===== src/rtl/strobe_pkg.sv =====
// strobe_pkg: shared FSM state type and averaging depth for strobe_period_meter
// Optional averaging build: define STROBE_PERIOD_AVG_EN.
package strobe_pkg;
  typedef enum logic [1:0] {IDLE, ARMED, MEASURE, OVERFLOW} spm_state_t;
  localparam int SPM_AVG_LOG2 = 2;
endpackage


===== src/rtl/spm_avg.sv =====
// spm_avg: averages every 2**SPM_AVG_LOG2 period samples into a registered mean
// Ports: clk, rst (async active-low), clr_i (drop partial sum), sample_i/valid_i
// (one measurement), mean_o/valid_o (registered mean and its one-cycle pulse).
module spm_avg
  import strobe_pkg::*;
#(
  parameter int CNT_W = 16
) (
  input  logic             clk,
  input  logic             rst,
  input  logic             clr_i,
  input  logic [CNT_W-1:0] sample_i,
  input  logic             valid_i,
  output logic [CNT_W-1:0] mean_o,
  output logic             valid_o
);
  logic [CNT_W+SPM_AVG_LOG2-1:0] sum_q, sum_d;
  logic [SPM_AVG_LOG2-1:0]       sub_q;
  logic [CNT_W-1:0]              mean_q;
  logic                          vld_q;
  assign sum_d = sum_q + {{SPM_AVG_LOG2{1'b0}}, sample_i};
  always_ff @(posedge clk or negedge rst)
    if (!rst) begin
      sum_q  <= '0;
      sub_q  <= '0;
      mean_q <= '0;
      vld_q  <= 1'b0;
    end else if (clr_i) begin
      sum_q <= '0;
      sub_q <= '0;
      vld_q <= 1'b0;
    end else begin
      vld_q <= valid_i && (&sub_q);
      if (valid_i) begin
        sub_q <= sub_q + 1'b1;
        sum_q <= (&sub_q) ? '0 : sum_d;
        if (&sub_q) mean_q <= sum_d[SPM_AVG_LOG2 +: CNT_W];
      end
    end
  assign mean_o  = mean_q;
  assign valid_o = vld_q;
endmodule


===== src/rtl/strobe_period_meter.sv =====
// strobe_period_meter: measures clk-cycle spacing between single-cycle strobes
// Ports: clk, rst (async active-low), en (low forces IDLE), strobe;
// period (last measured period, held), period_valid (pulse on update),
// timeout (pulse on entering OVERFLOW), lost (level while in OVERFLOW).
// Define STROBE_PERIOD_AVG_EN to publish the mean of every 4 measurements.
module strobe_period_meter
  import strobe_pkg::*;
#(
  parameter int CNT_W = 16
) (
  input  logic             clk,
  input  logic             rst,
  input  logic             en,
  input  logic             strobe,
  output logic [CNT_W-1:0] period,
  output logic             period_valid,
  output logic             timeout,
  output logic             lost
);
  localparam logic [CNT_W-1:0] CNT_MAX = '1;
  spm_state_t       state_q;
  logic [CNT_W-1:0] cnt_q;
  logic             to_q, lost_q, meas_v, sat;
  // A strobe in MEASURE wins over saturation, so sat requires no strobe.
  assign meas_v = en && state_q == MEASURE && strobe;
  assign sat    = en && state_q == MEASURE && !strobe && cnt_q == CNT_MAX;
  always_ff @(posedge clk or negedge rst)
    if (!rst) begin
      state_q <= IDLE;
      cnt_q   <= '0;
      to_q    <= 1'b0;
      lost_q  <= 1'b0;
    end else begin
      to_q <= sat;
      if (!en) begin
        state_q <= IDLE;
        cnt_q   <= '0;
        lost_q  <= 1'b0;
      end else
        case (state_q)
          IDLE: state_q <= ARMED;
          ARMED:
            if (strobe) begin
              cnt_q   <= CNT_W'(1);
              state_q <= MEASURE;
            end
          MEASURE:
            if (strobe) cnt_q <= CNT_W'(1);
            else if (sat) begin
              state_q <= OVERFLOW;
              lost_q  <= 1'b1;
            end else cnt_q <= cnt_q + 1'b1;
          OVERFLOW:
            if (strobe) begin
              cnt_q   <= CNT_W'(1);
              state_q <= MEASURE;
              lost_q  <= 1'b0;
            end
          default: state_q <= IDLE;
        endcase
    end
`ifdef STROBE_PERIOD_AVG_EN
  spm_avg #(.CNT_W(CNT_W)) u_avg (
    .clk     (clk),
    .rst     (rst),
    .clr_i   (!en || sat),
    .sample_i(cnt_q),
    .valid_i (meas_v),
    .mean_o  (period),
    .valid_o (period_valid)
  );
`else
  logic [CNT_W-1:0] period_q;
  logic             pv_q;
  always_ff @(posedge clk or negedge rst)
    if (!rst) begin
      period_q <= '0;
      pv_q     <= 1'b0;
    end else begin
      pv_q <= meas_v;
      if (meas_v) period_q <= cnt_q;
    end
  assign period       = period_q;
  assign period_valid = pv_q;
`endif
  assign timeout = to_q;
  assign lost    = lost_q;
endmodule


===== config.mk =====
export PLATFORM = sky130hd
export DESIGN_NAME = strobe_period_meter
export DESIGN_NICKNAME = d
export VERILOG_FILES = /design/src/rtl/strobe_pkg.sv /design/src/rtl/spm_avg.sv /design/src/rtl/strobe_period_meter.sv
export SDC_FILE = /design/constraint.sdc
export NUM_CORES = 1
export LEC_CHECK = 0
export ABC_AREA = 1
export CORE_ASPECT_RATIO = 1.1
export CORE_MARGIN = 10
export CORE_UTILIZATION = 34
export CTS_CLUSTER_SIZE = 16
export DETAILED_ROUTE_END_ITERATION = 8
export SETUP_SLACK_MARGIN = 0.4
export SLEW_MARGIN = 40
export SYNTH_ARGS = -nofsm -noshare
export SYNTH_HDL_FRONTEND = slang
export SYNTH_SLANG_ARGS = --single-unit

===== constraint.sdc =====
create_clock -name clk -period 1.85 [get_ports clk]
set_clock_uncertainty 0.1 [all_clocks]
set_input_delay 0.555 -clock clk [delete_from_list [all_inputs] [get_ports clk]]
set_output_delay 0.555 -clock clk [all_outputs]
set_load 0.05 [all_outputs]

==> results.py <==
metrics = {
    "min_path": {
        "min_path_type": "primary input to async pin",
    },
    "power": {
        "p_leak_nw": 1.418,
        "pwr_density_cell_nw_per_um2": 755.3,
        "p_total_w": 0.002310,
        "peakVddDrop_uv": 485.0,
    },
    "setup_path": {
        "worst_r2r_startpoint": "cnt_q[0]",
        "crit_buf_inv": 1,
        "critPathLaunchType": "register",
        "timing.rr.end": "cnt_q[14]",
        "crit_chain": "ha_2 > nand2_4 > nor2_4 > nand2_4 > inv_4 > nand3_4 > nand3_4 > nand2_1 > nor2_1",
        "worst_path_max_delay_cell": "dfrtp_1",
        "critPathKind": "register to register",
        "cp_num_cells": 9,
        "critPathArrivalTime_ns": 1.80,
        "slowest_delay_ns": 0.39,
        "crit_start": "cnt_q[0]",
        "required_ns": 1.97,
        "cp_max_fo": 8,
        "cp-end-kind": "register",
        "r2r_setup_slack_ns": 0.17,
        "crit_family": "simple AND/OR/NAND/NOR gates",
        "crit_end": "cnt_q[14]",
        "rr_worst_depth": 9,
    },
    "global_routing": {
        "grt_max_degree": 22,
        "grt_usage_pct": 11.08,
        "antenna_found_initial": 0,
        "grt_pass1_vias": 1844,
        "overflow": 0,
        "grt_pass1_wl_um": 8562,
    },
    "flow_run": {
        "cap_violations": 0,
    },
    "final_layout": {
        "n_antenna_cell": 0,
        "layout-drive-gt1-share_pct": 37.26,
        "multiInputGateArea_um2": 1018,
        "seqCellArea_um2": 927.1,
        "area.growth.synth_to_final_pct": 53.04,
        "nets": 318,
        "fill_cells": 538,
    },
    "detailed_routing": {
        "drc_errors": 0,
        "routedWlPerCell_um": 12.86,
        "drt-initial-drc-count": 91,
        "first_pass_iters": 4,
        "drt-total-wl_um": 5029,
        "antenna_left": 0,
        "vias": 1860,
        "via_per_inst": 4.757,
    },
    "die": {
        "ios": 23,
        "die_height_um": 100.4,
        "start_util_pct": 34.85,
        "num_rows": 29,
        "die_x_um": 93.10,
        "die_area_um2": 9347,
        "core_area_um2": 5733,
    },
    "clocking": {
        "path_clk_slew_ns": 0.08,
        "clock-sinks": 37,
        "htree_levels": 2,
        "clk_path_buf_depth": 2,
        "numCtsBuffers": 5,
        "cts_tree": "done",
        "clk_latency_ns": 0.29,
        "cts-hold-fix-buffers": 0,
        "cts_root_buf": "clkbuf_8",
    },
    "timing": {
        "setup-tns-final_ns": 0,
        "hold_viol": 0,
        "worstMarginPinSlew_ns": 0.4205,
        "relSlewSlack_pct": 71.96,
        "setup_viol": 0,
        "fmax_ghz": 0.5944,
        "min_period_ns": 1.682,
        "rsz0062_at_grt": "yes",
        "min_period_over_period_pct": 90.94,
        "slew_violations": 0,
    },
    "placement": {
        "gp_congestion": 0.8314,
        "port_buffers": 22,
        "hpwl_um": 3341,
    },
    "synth": {
        "synth_cell_type_count": 23,
        "yosysSeqAreaShare_pct": 46.34,
        "async_reset_ff_share_pct": 100.0,
        "yosysWarnings": 0,
        "syn-cell-area_um2": 1998,
        "synth_cells": 256,
        "synth_ff_type": "dfrtp_1",
        "synth_area_per_cell_um2": 7.805,
        "synthesis.nets": 261,
        "synth_edf_count": 0,
        "ys_ff_latch": 37,
    },
    "outcome": {
        "status": "finished clean",
    },
}
-- per-stage QoR --
step                      setup slack, ns  util (%)  std cells  cell area (um^2)  hold slack [ns]
after floorplan                    0.2737         -        256              2052           0.1594
after global placement            -0.3088     46.12        364              2644           0.4105
after detailed placement          -0.3350     46.12        364              2644           0.4165
after CTS                          0.2094     50.89        385              2918           0.1008
after global routing               0.1016     53.34        391              3058           0.1197
final                              0.1676     53.34        391              3058          0.08836
-- layer usage --
| layer | vias to the layer above | part of all wire, % | GRT usage (%) |
|---|---|---|---|
| met2 | 39 | 50 | 18.46 |
| met4 | 0 | 1.3 | 4.038 |
| li1 | 926 | - | - |
| met3 | 8 | 4.3 | 2.612 |
| met5 | - | 0 | 0 |
| met1 | 887 | 45 | 13.55 |
-- cell usage after synthesis, types with 2 or more instances --
cell type	count	area [um^2]
nand2_1	69	259.0
dfrtp_1	37	925.9
inv_1	29	108.9
nand3_1	27	135.1
nor2_1	21	78.83
o21ai_1	13	65.06
nand4_1	8	50.05
o21ai_0	8	40.04
inv_2	5	18.77
nand3_2	5	50.05
o21ai_2	5	43.79
buf_6	4	45.04
nor2_2	4	25.02
nor2_4	4	45.04
clkbuf_1	3	11.26
clkinv_1	3	11.26
nand2_2	3	18.77
buf_4	2	15.01
nor3_1	2	10.01
-- registers in the layout, summed over array words and instances, names as in the netlist --
| register | flops |
|---|---|
| cnt_q | 16 |
| period | 16 |
| state_q | 2 |
| lost | 1 |
| period_valid | 1 |
| timeout | 1 |
-- power breakdown --
part           switching (W)  internal (W)  total, W
registers          0.0000479      0.000857  0.000905
clock network       0.000300      0.000337  0.000637
logic               0.000429      0.000339  0.000768
-- timing repair --
action	in CTS	in global routing
pin swaps	11	13
setup endpoints to repair	55	49
cloned	2	0
endpoints found under the hold margin	0	0
buffers inserted	11	6
resized for setup	21	25
-- worst register-to-register path: stages (launching register included) --
cell     delay [ns]
dfrtp_1        0.39
ha_2           0.23
nand2_4        0.07
nor2_4         0.13
nand2_4        0.09
inv_4          0.09
nand3_4        0.15
nand3_4        0.16
nand2_1        0.09
nor2_1         0.11
-- cells in the final DEF (no fill, tap or decap), drive strengths merged --
| cell | n |
|---|---|
| nand2 | 72 |
| buf | 57 |
| dfrtp | 37 |
| inv | 34 |
| nand3 | 34 |
| nor2 | 29 |
| o21ai | 26 |
| nand4 | 8 |
| clkbuf | 7 |
| clkinv | 5 |
| nor3 | 2 |
| nor4 | 1 |
| ha | 1 |
| clkdlybuf4s15 | 1 |
-- layout make-up --
| type | count | area share [%] |
|---|---|---|
| clock buffers | 7 | 3.151 |
| clock inverters | 1 | 0.1637 |
| inverters | 38 | 5.442 |
| multi-input cells | 173 | 33.31 |
| flip-flops and latches | 37 | 30.32 |
| well taps | 77 | 3.151 |
| repair buffers | 58 | 24.47 |
-- kinds of logic (layout without fill, tap and decap cells) --
group,count (synthesis),count (layout),share of synthesized area [%]
adder cells (fa/ha/maj),1,1,0.6261
buffers and inverters,47,104,10.77
AO/OA/AOI/OAI,26,26,7.451
AND/OR/NAND/NOR,145,146,34.82
flip-flops,37,37,46.34
-- worst min-delay path by stage --
| stage | from | endpoint | slack (ns) | cells after the start |
|---|---|---|---|---|
| 2_1_floorplan | rst | cnt_q[0] | 0.16 | 0 |
| 3_3_place_gp | rst | period_valid | 0.41 | 1 |
| 3_5_place_dp | rst | period_valid | 0.42 | 1 |
| 4_1_cts | rst | period_valid | 0.10 | 1 |
| 5_1_grt | rst | period_valid | 0.12 | 1 |
| 6_report | rst | period_valid | 0.09 | 1 |
No activity file was read; power rests on OpenSTA's default activity.
